### src/rtl/uart_transmitter_pkg.sv
// -----------------------------------------------------------------------------
// uart_transmitter_pkg
// Shared types and helpers for the configurable UART transmitter.
//   parity_t      : frame parity mode (NONE / EVEN / ODD)
//   tx_state_t    : serializer state encoding
//   baud_t        : run-time selectable baud rates
//   baud_divisor  : clock cycles per bit for a given clock and baud rate
//   decode_parity : maps the 2-bit parity select onto parity_t
// -----------------------------------------------------------------------------
package uart_transmitter_pkg;

    typedef enum logic [1:0] {
        NONE = 2'd0,
        EVEN = 2'd1,
        ODD  = 2'd2
    } parity_t;

    typedef enum logic [2:0] {
        TX_IDLE   = 3'd0,
        TX_START  = 3'd1,
        TX_DATA   = 3'd2,
        TX_PARITY = 3'd3,
        TX_STOP   = 3'd4
    } tx_state_t;

    typedef enum logic [1:0] {
        BAUD_9600   = 2'd0,
        BAUD_19200  = 2'd1,
        BAUD_57600  = 2'd2,
        BAUD_115200 = 2'd3
    } baud_t;

    function automatic int unsigned baud_rate(input baud_t baud);
        case (baud)
            BAUD_9600:   return 9600;
            BAUD_19200:  return 19200;
            BAUD_57600:  return 57600;
            default:     return 115200;
        endcase
    endfunction

    // Integer truncation: every bit lasts exactly this many clock cycles.
    function automatic int unsigned baud_divisor(input int unsigned clock_hz, input baud_t baud);
        return clock_hz / baud_rate(baud);
    endfunction

    // Encoding 3 is reserved and behaves as no parity.
    function automatic parity_t decode_parity(input logic [1:0] sel);
        case (sel)
            2'd1:    return EVEN;
            2'd2:    return ODD;
            default: return NONE;
        endcase
    endfunction

endpackage

### src/rtl/uart_tx_fifo.sv
// -----------------------------------------------------------------------------
// uart_tx_fifo
// Synchronous FIFO feeding the UART serializer. The head word is always
// presented on rdata (first-word fall-through) straight from the storage
// registers, so the serializer can consume it in the same cycle it pops.
// Ports:
//   clock  in   single clock, rising edge
//   reset  in   synchronous, active-high; empties the FIFO
//   push   in   write wdata this cycle (caller guarantees room or a pop)
//   pop    in   drop the head word this cycle (caller guarantees non-empty)
//   wdata  in   word to write
//   rdata  out  current head word, valid while count != 0
//   count  out  occupancy, 0..FIFO_DEPTH
// -----------------------------------------------------------------------------
module uart_tx_fifo #(
    parameter int DATA_WIDTH = 8,
    parameter int FIFO_DEPTH = 32,
    localparam int AW = $clog2(FIFO_DEPTH),
    localparam int CW = $clog2(FIFO_DEPTH) + 1
) (
    input  logic                  clock,
    input  logic                  reset,
    input  logic                  push,
    input  logic                  pop,
    input  logic [DATA_WIDTH-1:0] wdata,
    output logic [DATA_WIDTH-1:0] rdata,
    output logic [CW-1:0]         count
);

    logic [DATA_WIDTH-1:0] mem [FIFO_DEPTH];
    logic [AW-1:0]         wr_ptr;
    logic [AW-1:0]         rd_ptr;

    // Pointers wrap naturally because FIFO_DEPTH is a power of two; the
    // extra count bit distinguishes full from empty.
    always_ff @(posedge clock) begin
        // NOTE: sequential state uses non-blocking assignments so every
        // register in the design samples the values from before the edge.
        if (reset) begin
            wr_ptr <= '0;
            rd_ptr <= '0;
            count  <= '0;
        end else begin
            if (push) wr_ptr <= wr_ptr + 1'b1;
            if (pop)  rd_ptr <= rd_ptr + 1'b1;
            case ({push, pop})
                2'b10:   count <= count + 1'b1;
                2'b01:   count <= count - 1'b1;
                default: count <= count;
            endcase
        end
    end

    // NOTE: the storage array is deliberately not reset; clearing the
    // pointers and count is enough to make its contents unreachable.
    always_ff @(posedge clock) begin
        if (push) mem[wr_ptr] <= wdata;
    end

    // When full, a push and a pop target the same slot: the old head is
    // read here before the edge overwrites it, so ordering is preserved.
    assign rdata = mem[rd_ptr];

endmodule

### src/rtl/uart_transmitter_configurable.sv
// -----------------------------------------------------------------------------
// uart_transmitter_configurable
// UART transmitter: a synchronous FIFO feeds a frame serializer with run-time
// selectable baud rate, parity and stop-bit count. Frame config is captured
// when a word is popped and held for the whole frame.
// Ports:
//   clock                  in   single clock, rising edge
//   reset                  in   synchronous, active-high; aborts any frame
//   write_enable           in   push data into the FIFO this cycle
//   data                   in   payload to push
//   buffer_full_threshold  in   almost-full level; 0 means FIFO_DEPTH
//   baudrate_select        in   0:9600 1:19200 2:57600 3:115200
//   parity_select          in   0:none 1:even 2:odd 3:none
//   stop_bits_select       in   0:one stop bit 1:two stop bits
//   buffer_full            out  fifo_count >= effective threshold
//   buffer_empty           out  fifo_count == 0
//   fifo_count             out  FIFO occupancy
//   overflow               out  1-cycle pulse after a dropped write
//   busy                   out  high while a frame is on the line
//   data_out               out  serial line, idles high
// -----------------------------------------------------------------------------
module uart_transmitter_configurable
    import uart_transmitter_pkg::*;
#(
    parameter int DATA_WIDTH    = 8,
    parameter int FIFO_DEPTH    = 32,
    parameter int CLOCK_FREQ_HZ = 50_000_000,
    localparam int CW = $clog2(FIFO_DEPTH) + 1
) (
    input  logic                  clock,
    input  logic                  reset,
    input  logic                  write_enable,
    input  logic [DATA_WIDTH-1:0] data,
    input  logic [CW-1:0]         buffer_full_threshold,
    input  logic [1:0]            baudrate_select,
    input  logic [1:0]            parity_select,
    input  logic                  stop_bits_select,
    output logic                  buffer_full,
    output logic                  buffer_empty,
    output logic [CW-1:0]         fifo_count,
    output logic                  overflow,
    output logic                  busy,
    output logic                  data_out
);

    localparam int unsigned DIV_9600   = baud_divisor(CLOCK_FREQ_HZ, BAUD_9600);
    localparam int unsigned DIV_19200  = baud_divisor(CLOCK_FREQ_HZ, BAUD_19200);
    localparam int unsigned DIV_57600  = baud_divisor(CLOCK_FREQ_HZ, BAUD_57600);
    localparam int unsigned DIV_115200 = baud_divisor(CLOCK_FREQ_HZ, BAUD_115200);
    // The slowest rate has the largest divisor; the counter only ever
    // reaches divisor-1, so it never wraps.
    localparam int BAUD_CW = (DIV_9600 > 2) ? $clog2(DIV_9600) : 1;
    localparam int BIT_CW  = $clog2(DATA_WIDTH);

    localparam logic [2:0] S_IDLE   = TX_IDLE;
    localparam logic [2:0] S_START  = TX_START;
    localparam logic [2:0] S_DATA   = TX_DATA;
    localparam logic [2:0] S_PARITY = TX_PARITY;
    localparam logic [2:0] S_STOP   = TX_STOP;

    logic [2:0]            state;
    logic [BAUD_CW-1:0]    baud_cnt;
    logic [BAUD_CW-1:0]    frame_div_m1;
    logic [BAUD_CW-1:0]    sel_div_m1;
    logic [BIT_CW-1:0]     bit_cnt;
    logic [DATA_WIDTH-1:0] shift_reg;
    logic                  parity_acc;
    parity_t               frame_parity;
    logic                  frame_two_stop;
    logic                  baud_tick;
    logic                  last_stop;
    logic                  fifo_pop;
    logic                  push_accept;
    logic                  line_bit;
    logic [DATA_WIDTH-1:0] fifo_rdata;
    logic [CW-1:0]         eff_threshold;

    uart_tx_fifo #(
        .DATA_WIDTH (DATA_WIDTH),
        .FIFO_DEPTH (FIFO_DEPTH)
    ) u_fifo (
        .clock (clock),
        .reset (reset),
        .push  (push_accept),
        .pop   (fifo_pop),
        .wdata (data),
        .rdata (fifo_rdata),
        .count (fifo_count)
    );

    assign buffer_empty  = (fifo_count == '0);
    assign eff_threshold = (buffer_full_threshold == '0) ? CW'(FIFO_DEPTH) : buffer_full_threshold;
    assign buffer_full   = (fifo_count >= eff_threshold);

    assign baud_tick = (baud_cnt == frame_div_m1);
    assign last_stop = (state == S_STOP) && baud_tick &&
                       (!frame_two_stop || (bit_cnt == BIT_CW'(1)));

    // Pop on the IDLE cycle, or on the last stop cycle so the next start
    // bit follows with no idle gap.
    assign fifo_pop    = ((state == S_IDLE) || last_stop) && !buffer_empty;
    // A full FIFO still accepts a write on the cycle its head is popped.
    assign push_accept = write_enable && ((fifo_count < CW'(FIFO_DEPTH)) || fifo_pop);

    always_comb begin
        // NOTE: defaults are assigned first so every path drives the
        // outputs and no latch is inferred.
        sel_div_m1 = BAUD_CW'(DIV_115200 - 1);
        case (baudrate_select)
            2'd0:    sel_div_m1 = BAUD_CW'(DIV_9600 - 1);
            2'd1:    sel_div_m1 = BAUD_CW'(DIV_19200 - 1);
            2'd2:    sel_div_m1 = BAUD_CW'(DIV_57600 - 1);
            default: sel_div_m1 = BAUD_CW'(DIV_115200 - 1);
        endcase
    end

    always_comb begin
        line_bit = 1'b1;
        case (state)
            S_START:  line_bit = 1'b0;
            S_DATA:   line_bit = shift_reg[0];
            S_PARITY: line_bit = parity_acc;
            default:  line_bit = 1'b1;
        endcase
    end

    // data_out and busy are registered copies of the state's line level,
    // so the pad sees a glitch-free signal one cycle behind the FSM.
    always_ff @(posedge clock) begin
        if (reset) begin
            state          <= S_IDLE;
            baud_cnt       <= '0;
            bit_cnt        <= '0;
            shift_reg      <= '0;
            parity_acc     <= 1'b0;
            frame_div_m1   <= '0;
            frame_parity   <= NONE;
            frame_two_stop <= 1'b0;
            data_out       <= 1'b1;
            busy           <= 1'b0;
            overflow       <= 1'b0;
        end else begin
            overflow <= write_enable && !push_accept;
            busy     <= (state != S_IDLE);
            data_out <= line_bit;

            if (fifo_pop) begin
                shift_reg      <= fifo_rdata;
                frame_div_m1   <= sel_div_m1;
                frame_parity   <= decode_parity(parity_select);
                frame_two_stop <= stop_bits_select;
                // Seeding with 1 for odd parity turns the running XOR into
                // the odd parity bit.
                parity_acc     <= (decode_parity(parity_select) == ODD);
                baud_cnt       <= '0;
                bit_cnt        <= '0;
                state          <= S_START;
            end else if (state != S_IDLE) begin
                if (!baud_tick) begin
                    baud_cnt <= baud_cnt + 1'b1;
                end else begin
                    baud_cnt <= '0;
                    case (state)
                        S_START: begin
                            bit_cnt <= '0;
                            state   <= S_DATA;
                        end
                        S_DATA: begin
                            parity_acc <= parity_acc ^ shift_reg[0];
                            shift_reg  <= shift_reg >> 1;
                            if (bit_cnt == BIT_CW'(DATA_WIDTH - 1)) begin
                                bit_cnt <= '0;
                                state   <= (frame_parity == NONE) ? S_STOP : S_PARITY;
                            end else begin
                                bit_cnt <= bit_cnt + 1'b1;
                            end
                        end
                        S_PARITY: begin
                            bit_cnt <= '0;
                            state   <= S_STOP;
                        end
                        S_STOP: begin
                            // bit_cnt counts stop bits already sent.
                            if (last_stop) state <= S_IDLE;
                            else           bit_cnt <= bit_cnt + 1'b1;
                        end
                        default: state <= S_IDLE;
                    endcase
                end
            end
        end
    end

endmodule

### config.mk
export PLATFORM = sky130hd
export DESIGN_NAME = uart_transmitter_configurable
export DESIGN_NICKNAME = d
export VERILOG_FILES = /design/src/rtl/uart_transmitter_pkg.sv /design/src/rtl/uart_tx_fifo.sv /design/src/rtl/uart_transmitter_configurable.sv
export SDC_FILE = /design/constraint.sdc
export NUM_CORES = 1
export LEC_CHECK = 0
export BUFFER_PORTS_ARGS = -buffer_cell sky130_fd_sc_hd__buf_2
export CORE_UTILIZATION = 50
export CTS_CLUSTER_DIAMETER = 50
export DETAILED_ROUTE_END_ITERATION = 8
export PLACE_DENSITY = 0.66
export SYNTH_ARGS = -nofsm -noshare
export SYNTH_HDL_FRONTEND = slang
export SYNTH_SLANG_ARGS = --single-unit
export TNS_END_PERCENT = 1
### constraint.sdc
create_clock -name clock -period 5.66 [get_ports clock]
set_clock_uncertainty 0.15 [all_clocks]
set_input_delay 0.566 -clock clock [delete_from_list [all_inputs] [get_ports clock]]
set_output_delay 0.566 -clock clock [all_outputs]
set_load 0.1 [all_outputs]
==> results.ini <==
[final_layout]
reg_top3=u_fifo.mem x256, baud_cnt x13, frame_div_m1 x10
layout_common_cells=edfxtp_1, nor2_1, mux2i_1, dfxtp_1, nand2_1
layout_commonest_cell=edfxtp_1
drive_gt1_share_pct=15.50
largest_reg_flops=256
regMostFlops=u_fifo.mem
final_util_pct=57.36
syn_to_final_growth_pct=12.52
nets=990

[clocking]
clk_transition_reported_paths_ns=0.06
ctsResizeCount=0
cts-root-buf=clkbuf_16
cts_max_level=2
clockBufferDepth=3
cts_hold_buf=0
cts_made_buffers=37
cts_tree=yes
postCtsSetupBuffers=0
clkLatencyLatePin_ns=0.52
clock-sinks=321

[global_route]
use_met3_pct=3.596
grt_use_met1_pct=29.92
grt_most_used_layer=met2
grt_pass1_wl_um=42120
first_global_vias=7282
grt_max_degree=42
track_usage_pct=20.76
grt_use_met2_pct=32.33
grt_overflow_total=0
antenna_found_initial=1

[logic_synthesis]
yosys_warnings=0
synth_ff_type=edfxtp_1
async_flop_share_pct=0
synthesis.area_sq_um=13320
synth_nets=958
avgSynthCellArea_sq_um=14.59
ys_types=54
synth-edff-count=256
synthCells=913
ys_seq_elements=321
synth-seq-area-share_pct=67.47

[timing]
fmax_ghz=0.2287
slew_violations=0
rsz0062_at_grt=false
fin_setup_tns_ns=0
slew-limit-headroom_pct=41.93
fin_crit_ns=4.372
worstMarginPinSlew_ns=0.8679
finalHoldViolCount=0
final.period_utilization_pct=77.25
fin_ws_ns=1.288
setup_viol=0

[detailed_routing]
avgRoutedWirePerCell_um=20.76
drt_wl_total_um=27200
via_per_inst=5.692
drc=24
ant_nets=0
drt_iter0_markers=755
via_count=7457
drt_first_pass_iters=7

[placed_design]
place_congestion=0.8298
pre_cts_slack_ns=1.299
io_buffers=32
hpwl_um=17310

[run_status]
violations=DRC
status=finished, violations left

[floorplan]
std_cell_rows=59
core_area_sq_um=26130
fp.dieArea_sq_um=27300
initial_core_util_pct=50.98
io_pins=33
die_w_um=165.2
die_height_um=165.2

[setup_path]
cp_top_family=simple AND/OR/NAND/NOR gates
crit_buf_inv=1
cp_cell_sequence=or4_4 -> a22oi_4 -> nand3_2 -> a21o_1 -> inv_1 -> ha_1 -> and3b_1 -> a21oi_1 -> o22ai_1 -> or4b_2 -> a31oi_1 -> mux2_2
slowest_stage=or4b_2
critPathKind=reg2reg
arrival_ns=4.62
cp.depth=12
cp_max_fo=22
crit_path_end_kind=flip-flop
required_ns=5.90
critPathLaunchType=flip-flop
reg2reg_depth=12
max_stage_delay_ns=0.64

[power_and_ir_drop]
p_leak_nw=5.011
power.density_nw_per_um2=468.6
ir_drop_v=0.0002733

[job]
cap_violations=0

[min_path]
hold_class=in2reg
whs_path_depth=3

==> metal layers <==
metal / wire length, um / up-vias
li1: - / 3528
met1: 12480 / 3666
met2: 12610 / 209
met3: 1525 / 54
met4: 575 / 0
met5: 0 / -
==> cell type report <==
| type | count | area [sq um] |
|---|---|---|
| inverters | 21 | 78.83 |
| multi-input cells | 524 | 4033 |
| fillers | 2093 | 11140 |
| clock inverters | 23 | 224.0 |
| repair buffers | 40 | 220.2 |
| diodes | 1 | 2.502 |
| well taps | 335 | 419.2 |
| clock buffers | 45 | 1018 |
| flip-flops and latches | 321 | 8994 |
==> synth_stat cells (4+ instances only) <==
library cell	instances	area share, %
a21o_1	7	0.39
nor3_1	10	0.38
inv_1	20	0.56
nand2_1	61	1.7
o21ai_0	14	0.53
mux4_2	36	6.1
clkbuf_1	25	0.70
xor2_1	20	1.3
ha_1	23	2.2
o211ai_1	5	0.28
nor4_1	4	0.19
xnor2_1	8	0.53
nor2b_1	6	0.28
nand4_1	12	0.56
or3_1	11	0.52
nand2b_1	5	0.23
o22ai_1	8	0.38
dfxtp_1	65	9.8
buf_2	9	0.34
mux2i_1	81	6.1
a22oi_1	19	1.1
nand3_1	14	0.53
a211oi_1	5	0.28
nor2_1	94	2.6
edfxtp_1	256	58
nand3b_1	6	0.34
buf_1	7	0.20
a21oi_1	41	1.5
==> through the flow <==
stage	hold WS, ns	power (W)	instances	area, sq um
6_report	0.1645	0.007024	1310	14990
4_1_cts	0.1494	0.007070	1309	14990
3_5_place_dp	0.3030	0.004693	1241	13740
2_1_floorplan	0.2819	0.004287	913	13320
3_3_place_gp	0.2919	0.004680	1241	13740
5_1_grt	0.1569	0.007333	1309	14990
==> worst register-to-register path, stage by stage (launching register included) <==
cell,delay [ns]
dfxtp_1,0.37
or4_4,0.55
a22oi_4,0.25
nand3_2,0.16
a21o_1,0.48
inv_1,0.17
ha_1,0.45
and3b_1,0.23
a21oi_1,0.12
o22ai_1,0.14
or4b_2,0.64
a31oi_1,0.21
mux2_2,0.35
==> cell families after synthesis <==
family / count (synthesis) / share of synthesized area (%)
adder cells (fa/ha/maj): 23 / 2.160
buffers and inverters: 68 / 2.254
AO/OA/AOI/OAI: 114 / 5.504
XOR/XNOR: 28 / 1.841
multiplexers: 118 / 12.26
flip-flops: 321 / 67.47
AND/OR/NAND/NOR: 241 / 8.510
==> where the power goes <==
part	internal, W	total (W)	switching [W]
clock network	0.00144	0.00238	0.000948
registers	0.00269	0.00286	0.000173
logic	0.000642	0.00178	0.00114
total	0.00476	0.00702	0.00226
==> path summary, 6_finish.rpt <==
kind         slack (ns)         endpoint        startpoint
min                0.16   frame_two_stop  stop_bits_select
max reg2reg        1.29  u_fifo.count[5]       baud_cnt[2]
min reg2reg        0.31  frame_parity[0]   frame_parity[0]
max                1.29  u_fifo.count[5]       baud_cnt[2]
Note: power is estimated with default switching activity, not from simulation.
